==> config.mk <==
export PLATFORM = sky130hd
export DESIGN_NAME = weight_load_sched
export DESIGN_NICKNAME = d
export VERILOG_FILES = /design/src/rtl/weight_load_sched.sv
export SDC_FILE = /design/constraint.sdc
export NUM_CORES = 1
export LEC_CHECK = 0
export ABC_CLOCK_PERIOD_IN_PS = 1700
export BUFFER_PORTS_ARGS = -buffer_cell sky130_fd_sc_hd__buf_2
export CAP_MARGIN = 5
export CORE_ASPECT_RATIO = 1.75
export CORE_UTILIZATION = 51
export DETAILED_ROUTE_END_ITERATION = 12
export PLACE_DENSITY_LB_ADDON = 0.08
export SETUP_SLACK_MARGIN = 0.3
export SLEW_MARGIN = 20
export SYNTH_ARGS = -nofsm -noshare
export SYNTH_HDL_FRONTEND = slang
export SYNTH_SLANG_ARGS = --single-unit
export TNS_END_PERCENT = 20
==> constraint.sdc <==
create_clock -name clk -period 1.7 [get_ports clk]
set_clock_uncertainty 0.05 [all_clocks]
set_input_delay 0.34 -clock clk [delete_from_list [all_inputs] [get_ports clk]]
set_output_delay 0.34 -clock clk [all_outputs]
set_load 0.01 [all_outputs]
==> src/rtl/weight_load_sched.sv <==
// weight_load_sched
// Streams weight tiles from the weight buffer into the systolic array's
// shadow registers and hands each tile over with a one-cycle swap pulse.
// Tile k+1 is loaded while the array is still computing on tile k; the
// swap for k+1 is held back until the array reports compute_done for k.

module weight_load_sched #(
    parameter int SYS_ROWS = 4,
    parameter int SYS_COLS = 4,
    parameter int TILE_W   = 8
) (
    input  logic              clk,
    input  logic              rst,
    input  logic              start,
    input  logic [TILE_W-1:0] num_tiles,
    input  logic              compute_done,
    output logic              read,
    output logic              swap,
    output logic [TILE_W-1:0] tile_idx,
    output logic              busy,
    output logic              done
);

    localparam int RW = $clog2(SYS_ROWS + 1);
    localparam int CW = $clog2(SYS_COLS + 1);
    localparam logic [RW-1:0] ROW_LAST = RW'(SYS_ROWS);
    localparam logic [CW-1:0] COL_LAST = CW'(SYS_COLS);

    typedef enum logic [2:0] {
        IDLE,
        LOAD,
        DRAIN,
        SWAP_WAIT,
        FINISH
    } state_t;

    state_t            state;
    logic [RW-1:0]     row_cnt;
    logic [CW-1:0]     drain_cnt;
    logic [TILE_W-1:0] count_q;
    logic              free;

    logic cd_eff;
    logic free_eff;
    logic last_tile;
    logic drain_end;
    logic swap_ok;

    // A compute_done seen while our swap pulse is on the wire cannot belong to
    // the tile being handed over, so it is dropped. Otherwise it marks the array
    // free this cycle, letting a waiting swap or done go out on the next edge.
    assign cd_eff    = compute_done & ~swap;
    assign free_eff  = free | cd_eff;
    assign last_tile = (tile_idx == count_q - TILE_W'(1));
    assign drain_end = (state == DRAIN) && (drain_cnt == COL_LAST);
    assign swap_ok   = ((state == SWAP_WAIT) || drain_end) && free_eff;

    // Main sequencer: state, counters, free flag and all registered outputs.
    always_ff @(posedge clk) begin
        if (rst) begin
            state     <= IDLE;
            row_cnt   <= '0;
            drain_cnt <= '0;
            count_q   <= '0;
            free      <= 1'b0;
            read      <= 1'b0;
            swap      <= 1'b0;
            done      <= 1'b0;
            busy      <= 1'b0;
            tile_idx  <= '0;
        end else begin
            read <= 1'b0;
            swap <= 1'b0;
            done <= 1'b0;
            free <= free_eff;

            case (state)
                IDLE: begin
                    if (start) begin
                        if (num_tiles != '0) begin
                            state    <= LOAD;
                            count_q  <= num_tiles;
                            tile_idx <= '0;
                            free     <= 1'b1;
                            busy     <= 1'b1;
                            read     <= 1'b1;
                            row_cnt  <= RW'(1);
                        end else begin
                            done <= 1'b1;
                        end
                    end
                end

                LOAD: begin
                    if (row_cnt == ROW_LAST) begin
                        state     <= DRAIN;
                        row_cnt   <= '0;
                        drain_cnt <= CW'(1);
                    end else begin
                        read    <= 1'b1;
                        row_cnt <= row_cnt + RW'(1);
                    end
                end

                DRAIN: begin
                    if (drain_cnt == COL_LAST) begin
                        drain_cnt <= '0;
                        state     <= SWAP_WAIT;
                    end else begin
                        drain_cnt <= drain_cnt + CW'(1);
                    end
                end

                SWAP_WAIT: begin
                    state <= SWAP_WAIT;
                end

                FINISH: begin
                    if (free_eff) begin
                        done  <= 1'b1;
                        busy  <= 1'b0;
                        state <= IDLE;
                    end
                end

                default: begin
                    state <= IDLE;
                end
            endcase

            // The hand-over is shared by the end of drain and the wait state;
            // the swap consumes the free flag even if compute_done also arrived.
            if (swap_ok) begin
                swap <= 1'b1;
                free <= 1'b0;
                if (last_tile) begin
                    state <= FINISH;
                end else begin
                    tile_idx <= tile_idx + TILE_W'(1);
                    row_cnt  <= '0;
                    state    <= LOAD;
                end
            end
        end
    end

endmodule
# Word level (Yosys, flattened, before mapping)
# Cells that the tools add are included.
# word_totals
inputBits,12
reg_bits,30
word_cells,83
# op_classes
n_mux,38
eq_ne,16
reduce_logical,12
add_sub_neg,4
bitwise,3
# ops
cell,n
two-way mux 3 bit,14
two-way mux 8 bit,5
case mux 3 bit (5 select lines),1
two-way mux 1 bit,13
"!= test 3 bit, second input constant",4
case mux 3 bit (2 select lines),2
"equality test 3 bit, second input constant",3
"adder 8 x 1 -> 8 bit, second input constant",1
equality test 8 bit,1
"!= test 2 bit, second input constant",4
nonzero test 8 bit,1
"subtractor 8 x 1 -> 8 bit, second input constant",1
"adder 3 x 1 -> 3 bit, second input constant",2
"equality test 3 x 2 -> 1 bit, second input constant",2
case mux 1 bit (2 select lines),3
AND reduction 5 bit,1
AND reduction 4 bit,1
nonzero test 2 bit,2
"equality test 3 x 1 -> 1 bit, second input constant",1
logical NOT 3 bit,1
"!= test 3 x 2 -> 1 bit, second input constant",1
AND reduction 3 bit,1
logical AND 1 bit,2
AND reduction 2 bit,1
other kinds (5),5

# Logic depth before layout (Yosys ltp)
# Gate-level depths: netlist of run 1.
# depth
word_depth,6
ltp_mapped,9
ltp_nobuf,8

# Worst setup path before layout of run 1
# Ideal clock, no wire load.
# synth_path
path_type,register to register
from,reg count_q[0]
to,reg state[0]
stages_incl_launch_ff,9
setup_time_ps,122
slack_ps,-232
period_less_slack_ps,1932
arrival_time_ps,1760
path_buffers,0
cell_sequence,dfxtp_1 -> inv_1 -> ha_1 -> nor2b_1 -> xnor2_1 -> o21ai_0 -> o2111a_2 -> nor2_2 -> o311a_1
# synth_via
elab_chain_cells,4
# synth_lines
element,line_no,text
start: declaration,40,logic [TILE_W-1:0] count_q;
start signal: assignment,82,count_q <= num_tiles;
subtractor 8 x 1 -> 8 bit,54,assign last_tile = (tile_idx == count_q - TILE_W'(1));
equality test 8 bit,54,
two-way mux 3 bit,136,if (last_tile) begin
two-way mux 3 bit,133,if (swap_ok) begin
end signal: assignment,61,state <= IDLE;
end signal: assignment,137,state <= FINISH;
end signal: assignment,141,state <= LOAD;
end: declaration,37,state_t state;
# No other way between the ends.
# A chain may end at the register's enable or synchronous reset.

# Worst setup path after layout of run 1
# layout_path
from,reg count_q[1]
to,reg tile_idx[0]
# layout_via
elab_chain_cells,4
# layout_lines
element,line_no,text
subtractor 8 x 1 -> 8 bit,54,
equality test 8 bit,54,
two-way mux 8 bit,136,
two-way mux 8 bit,133,
end signal: assignment,139,tile_idx <= tile_idx + TILE_W'(1);
end: declaration,19,"output logic [TILE_W-1:0] tile_idx,"
# No other way between the ends.

==> flow_summary.ini, run 1 <==
[placement]
dp_cells = 305
gp_congestion = 0.792
place_area_sq_um = 2150
port_buffers = 23
pre_cts_slack_ns = -0.253
place_hpwl_microns = 3480

[global_route]
grtUsageMet3_pct = 5.20
grt_pass1_wl_microns = 7620
grt_overflow = 0
use_met2_pct = 54.2
top_usage_layer = met2
grt_max_degree = 32
grt_pass1_vias = 1794
grt_usage_pct = 28.8
antenna_found_initial = 0
gr-usage-met1_pct = 27.7

[pwr]
max-vdd-ir-drop_mv = 0.991
p_leak_nw = 0.994
powerDensity_nw_per_um2 = 889

[detailed_routing]
wl_per_cell_microns = 15.3
drc_errors = 0
num_vias = 1797
detail-route-antenna-nets = 0
routed_wl_microns = 4810
viasPerCell = 5.70
first_pass_iters = 4
drtIter0Drc = 72

[synthesis]
ys.flop_type = dfxtp_1
synthArstFlopShare_pct = 0
synth_nets = 231
yosys.area.top_type = dfxtp_1
synth_area_sq_um = 1750
ys_seq_area_share_pct = 34.2
synthCells = 213
synth-seq-cells = 30
ys_warn_count = 0
netlist_top_cells_area = dfxtp_1 (34%), a21oi_1 (6.0%), nand2_1 (4.9%), o211ai_1 (4.7%), ha_1 (4.3%)
syn_avg_cell_area_sq_um = 8.24
synth_top_area_share_pct = 34.2
synth_edf_count = 0
yosysUniqueCellTypes = 52

[floorplanning]
core-area_sq_um = 3210
dieArea_sq_um = 3690
row_count = 27
io_pins = 24
initial_core_util_pct = 54.7
die_x_microns = 46.3
fp.dieH_microns = 79.6

[setup_path]
crit_buf_inv = 1
cp_top_family = compound AO/OA/AOI/OAI gates
r2r_start = count_q[1]$_SDFFE_PP0P_
cp_cell_sequence = nor3_4 > a21boi_1 > o31a_1 > o2111a_2 > buf_4 > o2111ai_1 > o41ai_1
startpoint = count_q[1]$_SDFFE_PP0P_
critical_path.max_stage_delay_ns = 0.36
criticalPathCategory = reg2reg
critPathCaptureType = flip-flop
crit_slowest_cell = dfxtp_4
crit_required_ns = 1.80
startpoint_type = flip-flop
crit_fanout = 6
cp.arrival_ns = 2.01

[final_layout]
fin_nets = 289
fin_area_sq_um = 2420
area_growth_pct = 38.2
final_cell_count_no_fill = 315
fin_util_pct = 75.5
n_antenna_cell = 0
drive_gt1_share_pct = 40.1

[timing]
slew_headroom_pct = 58.4
timing.fmax_ghz = 0.525
rsz0062_at_grt = true
setup_viol = 13
layout_min_cycle_time_ns = 1.90
finalMaxSlewViolations = 0
fin_ws_ns = -0.204
hold_violations = 0
tightest_slew_ns = 0.624
post-route-period-util_pct = 112
hold_ws_ns = 0.244

[hold_path]
hold_start = num_tiles[0]
hp-class = in2reg

[clock_network]
clockRootBuffer = clkbuf_8
cts_tree = yes
cts_buffers = 5
clk_path_buf_depth = 2
hold_buffers = 0
clkSinkCount = 30
clkLatencyLatePin_ns = 0.29
cts.htree.levels = 2
cts.reportedPaths.clkPinSlew_ns = 0.07

[status]
violations = setup timing
outcome = complete, but fails checks

[run]
max-cap-violations = 0
## registers in the layout (all words and copies together), names as in the netlist, 3 cells and up
signal	cells
row_cnt	3
drain_cnt	3
tile_idx	8
state	3
count_q	8
## final timing paths
kind | end | slack (ns) | cells past startpoint
setup / recovery | tile_idx[0]$_SDFF_PP0_ | -0.20 | 7
hold / removal | count_q[0]$_SDFFE_PP0P_ | 0.24 | 3
setup reg to reg | tile_idx[0]$_SDFF_PP0_ | -0.20 | 7
hold reg to reg | count_q[7]$_SDFFE_PP0P_ | 0.44 | 2
## Yosys cell counts, types with 2 or more instances
| cell type | instances |
|---|---|
| buf_2 | 2 |
| nor2b_1 | 8 |
| o21ai_0 | 6 |
| inv_1 | 9 |
| and2_1 | 2 |
| nand3b_1 | 2 |
| dfxtp_1 | 30 |
| nand3_1 | 2 |
| a21oi_1 | 21 |
| or4_1 | 2 |
| nor4_1 | 2 |
| buf_6 | 3 |
| a32oi_1 | 3 |
| a211oi_1 | 2 |
| or2b_1 | 2 |
| nor3_1 | 8 |
| nand2b_1 | 2 |
| nor2_1 | 16 |
| or3_1 | 3 |
| nand2_1 | 23 |
| o211ai_1 | 11 |
| clkbuf_1 | 5 |
| xnor2_1 | 7 |
| and3_1 | 4 |
| a31oi_1 | 2 |
| nand4b_1 | 2 |
| ha_1 | 6 |
| buf_4 | 2 |
| o2111ai_1 | 3 |
## repair_timing
action,in CTS,in global routing
gates resized for setup,24,13
hold endpoints to repair,0,0
pin swaps,17,12
buffers inserted,2,0
endpoints found under the setup margin,31,30
## placed cells by master (no fill, tap or decap), types with 3 or more instances in the layout
cell | synthesis | routed
o2111ai_1 | 3 | 3
dfxtp_1 | 30 | 24
nand2_2 | 0 | 3
a32oi_1 | 3 | 3
buf_4 | 2 | 39
o211ai_1 | 11 | 11
nor2b_1 | 8 | 7
buf_2 | 2 | 20
buf_6 | 3 | 5
a21oi_1 | 21 | 20
nor3_1 | 8 | 4
and3_1 | 4 | 4
nor2_1 | 16 | 14
nand2_1 | 23 | 20
clkbuf_8 | 0 | 5
xnor2_1 | 7 | 7
dfxtp_2 | 0 | 4
o21ai_0 | 6 | 5
inv_1 | 9 | 7
nor3_2 | 0 | 3
ha_1 | 6 | 5
## worst register-to-register path, cell delays in order, from the launching register on
cell and delay [ns]:
dfxtp_4 0.36, nor3_4 0.28, a21boi_1 0.12, o31a_1 0.27, o2111a_2 0.29, buf_4 0.15, o2111ai_1 0.17, o41ai_1 0.10
## power breakdown
part / internal [W] / switching [W]
Clock: 0.000376 / 0.000293
Sequential: 0.000760 / 0.0000629
Combinational: 0.000331 / 0.000331
Total: 0.00147 / 0.000686
## cells by family after synthesis
group / after synthesis / synth area share (%)
fa+ha+maj: 6 / 4.28
flops: 30 / 34.2
simple gates: 86 / 27.4
buf+inv: 23 / 7.20
xor+xnor: 8 / 3.99
compound gates: 60 / 22.9
## metal layers
| layer | routed length, microns | up-vias | share of wire (%) |
|---|---|---|---|
| li1 | - | 891 | - |
| met1 | 1800 | 852 | 37 |
| met2 | 2700 | 38 | 56 |
| met3 | 131 | 16 | 2.7 |
| met4 | 178 | 0 | 3.7 |
| met5 | 0 | - | 0 |
## through the flow
stage	power (W)	TNS, ns
after floorplan	0.00118	-1.47
after global placement	0.00137	-3.52
after detailed placement	0.00139	-4.30
after CTS	0.00212	-1.99
after global routing	0.00227	-3.64
final	0.00215	-2.20
## cell type report
type / count / area (sq um)
Clock buffer: 6 / 93.8
Clock inverter: 2 / 15.0
Fill cell: 246 / 786
Inverter: 9 / 33.8
Multi-Input combinational cell: 160 / 1150
Sequential cell: 30 / 613
Tap cell: 43 / 53.8
Timing Repair Buffer: 65 / 464
Power figures use the tool's default switching activity.
==> inputs of run 2 (changes only) <==
- CORE_UTILIZATION: 51 -> 53
- CTS_BUF_LIST: not set -> sky130_fd_sc_hd__clkbuf_8
==> flow_summary.ini, run 2 (synthesis gave the netlist of run 1 again) <==
[clock_network]
cts.reportedPaths.clkPinSlew_ns = 0.06
clockRootBuffer = clkbuf_8
clk_path_buf_depth = 2
cts_buffers = 5
clkLatencyLatePin_ns = 0.28
cts.htree.levels = 2
cts_tree = yes
hold_buffers = 0
clkSinkCount = 30

[floorplanning]
die_x_microns = 45.5
io_pins = 24
initial_core_util_pct = 55.8
core-area_sq_um = 3140
row_count = 27
fp.dieH_microns = 78.1
dieArea_sq_um = 3550

[detailed_routing]
drc_errors = 0
routed_wl_microns = 5100
viasPerCell = 6.01
first_pass_iters = 4
detail-route-antenna-nets = 0
drtIter0Drc = 53
num_vias = 1880
wl_per_cell_microns = 16.3

[final_layout]
area_growth_pct = 39.3
final_common_cell = buf_4
largestRegisters = count_q: 8 flops, tile_idx: 8 flops
multi_input_area_sq_um = 1190
seqCellArea_sq_um = 611
fillers = 237
drive_gt1_share_pct = 41.9
fin_nets = 288
n_antenna_cell = 0
layout_common_cells = buf_4 (38), dfxtp_1 (24), buf_2 (21)

[setup_path]
crit_required_ns = 1.81
cp.arrival_ns = 2.11
r2r_end = state[0]$_SDFFE_PP0P_
critical_path.max_stage_delay_ns = 0.37
criticalPathCategory = reg2reg
crit_slowest_cell = dfxtp_2
critical_path.most_common_cell = xnor2_1
cp_top_family = compound AO/OA/AOI/OAI gates
ff2ff_setup_slack_ns = -0.30
crit_fanout = 6
startpoint_type = flip-flop
critPathCaptureType = flip-flop
cp.depth = 7
reg2regPathDepth = 7
cp_cell_sequence = buf_4 > xnor2_1 > xnor2_1 > o21ai_1 > o2111a_2 > nor2_4 > o311a_1
crit_buf_inv = 1
r2r_start = count_q[4]$_SDFFE_PP0P_

[timing]
finalMaxSlewViolations = 0
hold_ws_ns = 0.283
hold_violations = 0
rsz0062_at_grt = true
post-route-period-util_pct = 118
layout_min_cycle_time_ns = 2.00
fin_tns_setup_ns = -3.22
slew_headroom_pct = 69.4
tightest_slew_ns = 0.447
timing.fmax_ghz = 0.500
fin_ws_ns = -0.299
setup_viol = 13

[placement]
gp_congestion = 0.786
pre_cts_slack_ns = -0.257
port_buffers = 23
place_hpwl_microns = 3610

[pwr]
max-vdd-ir-drop_mv = 0.654
p_leak_nw = 1.02
powerDensity_nw_per_um2 = 853

[global_route]
antenna_found_initial = 0
grt_usage_pct = 29.4
grt_pass1_vias = 1779
grt_max_degree = 23
grt_overflow = 0
grt_pass1_wl_microns = 7710

[status]
violations = setup timing
outcome = complete, but fails checks

[run]
max-cap-violations = 0

[hold_path]
min_to = count_q[3]$_SDFFE_PP0P_
holdPathStages = 3
hold_start = num_tiles[3]
hp-class = in2reg
run 2: changes by cell type in the layout (fill, tap and decap cells not counted), moves of 3 or more:
cell     change
a21oi_1      -6
a21oi_2      +6
nand2_1      -3
nand2_4      +5
run 2: tightest hold or removal path: stages:
cell	delay, ns
buf_2	0.10
nand2_1	0.07
a21oi_2	0.06
run 2: final cells by class:
| cell class | instances | share of cell area, % |
|---|---|---|
| Multi-Input combinational cell | 160 | 48.9 |
| Sequential cell | 30 | 25.0 |
| Timing Repair Buffer | 64 | 19.0 |
| Clock buffer | 6 | 3.38 |
| Tap cell | 43 | 2.20 |
| Inverter | 9 | 1.38 |
| Clock inverter | 1 | 0.154 |
run 2: through the flow:
stage,util [%],power [W],std cells,area (sq um)
detailed placement,68.8,0.00140,305,2160
global route,77.8,0.00219,313,2440
CTS,74.7,0.00201,313,2350
floorplan,-,0.00118,213,1790
global placement,68.8,0.00137,305,2160
finish,77.8,0.00208,313,2440
run 2: per-layer routing:
layer	wire length (microns)	global-route usage [%]	vias up
met4	268	18.8	0
li1	-	-	885
met2	2840	52.9	63
met5	0	0	-
met3	173	6.44	27
met1	1820	27.4	905
run 2: worst max path at each step:
stage | endpoint | start | slack (ns)
2_1_floorplan | state[0]$_SDFFE_PP0P_ | count_q[4]$_SDFFE_PP0P_ | -0.12
3_3_place_gp | state[0]$_SDFFE_PP0P_ | count_q[1]$_SDFFE_PP0P_ | -0.21
3_5_place_dp | state[0]$_SDFFE_PP0P_ | count_q[1]$_SDFFE_PP0P_ | -0.26
4_1_cts | tile_idx[0]$_SDFF_PP0_ | count_q[1]$_SDFFE_PP0P_ | -0.25
5_1_grt | tile_idx[0]$_SDFF_PP0_ | count_q[0]$_SDFFE_PP0P_ | -0.34
6_report | state[0]$_SDFFE_PP0P_ | count_q[4]$_SDFFE_PP0P_ | -0.30
run 2: what timing repair did:
item                       4_1_cts  5_1_grt
pin swaps                       18       21
setup endpoints to repair       31       30
setup buffers                    1        0
resized for setup               21       25
run 2: power breakdown:
group / internal (W) / switching, W / total [W]
Clock: 0.000314 / 0.000246 / 0.000560
Sequential: 0.000761 / 0.0000653 / 0.000826
Combinational: 0.000345 / 0.000354 / 0.000699
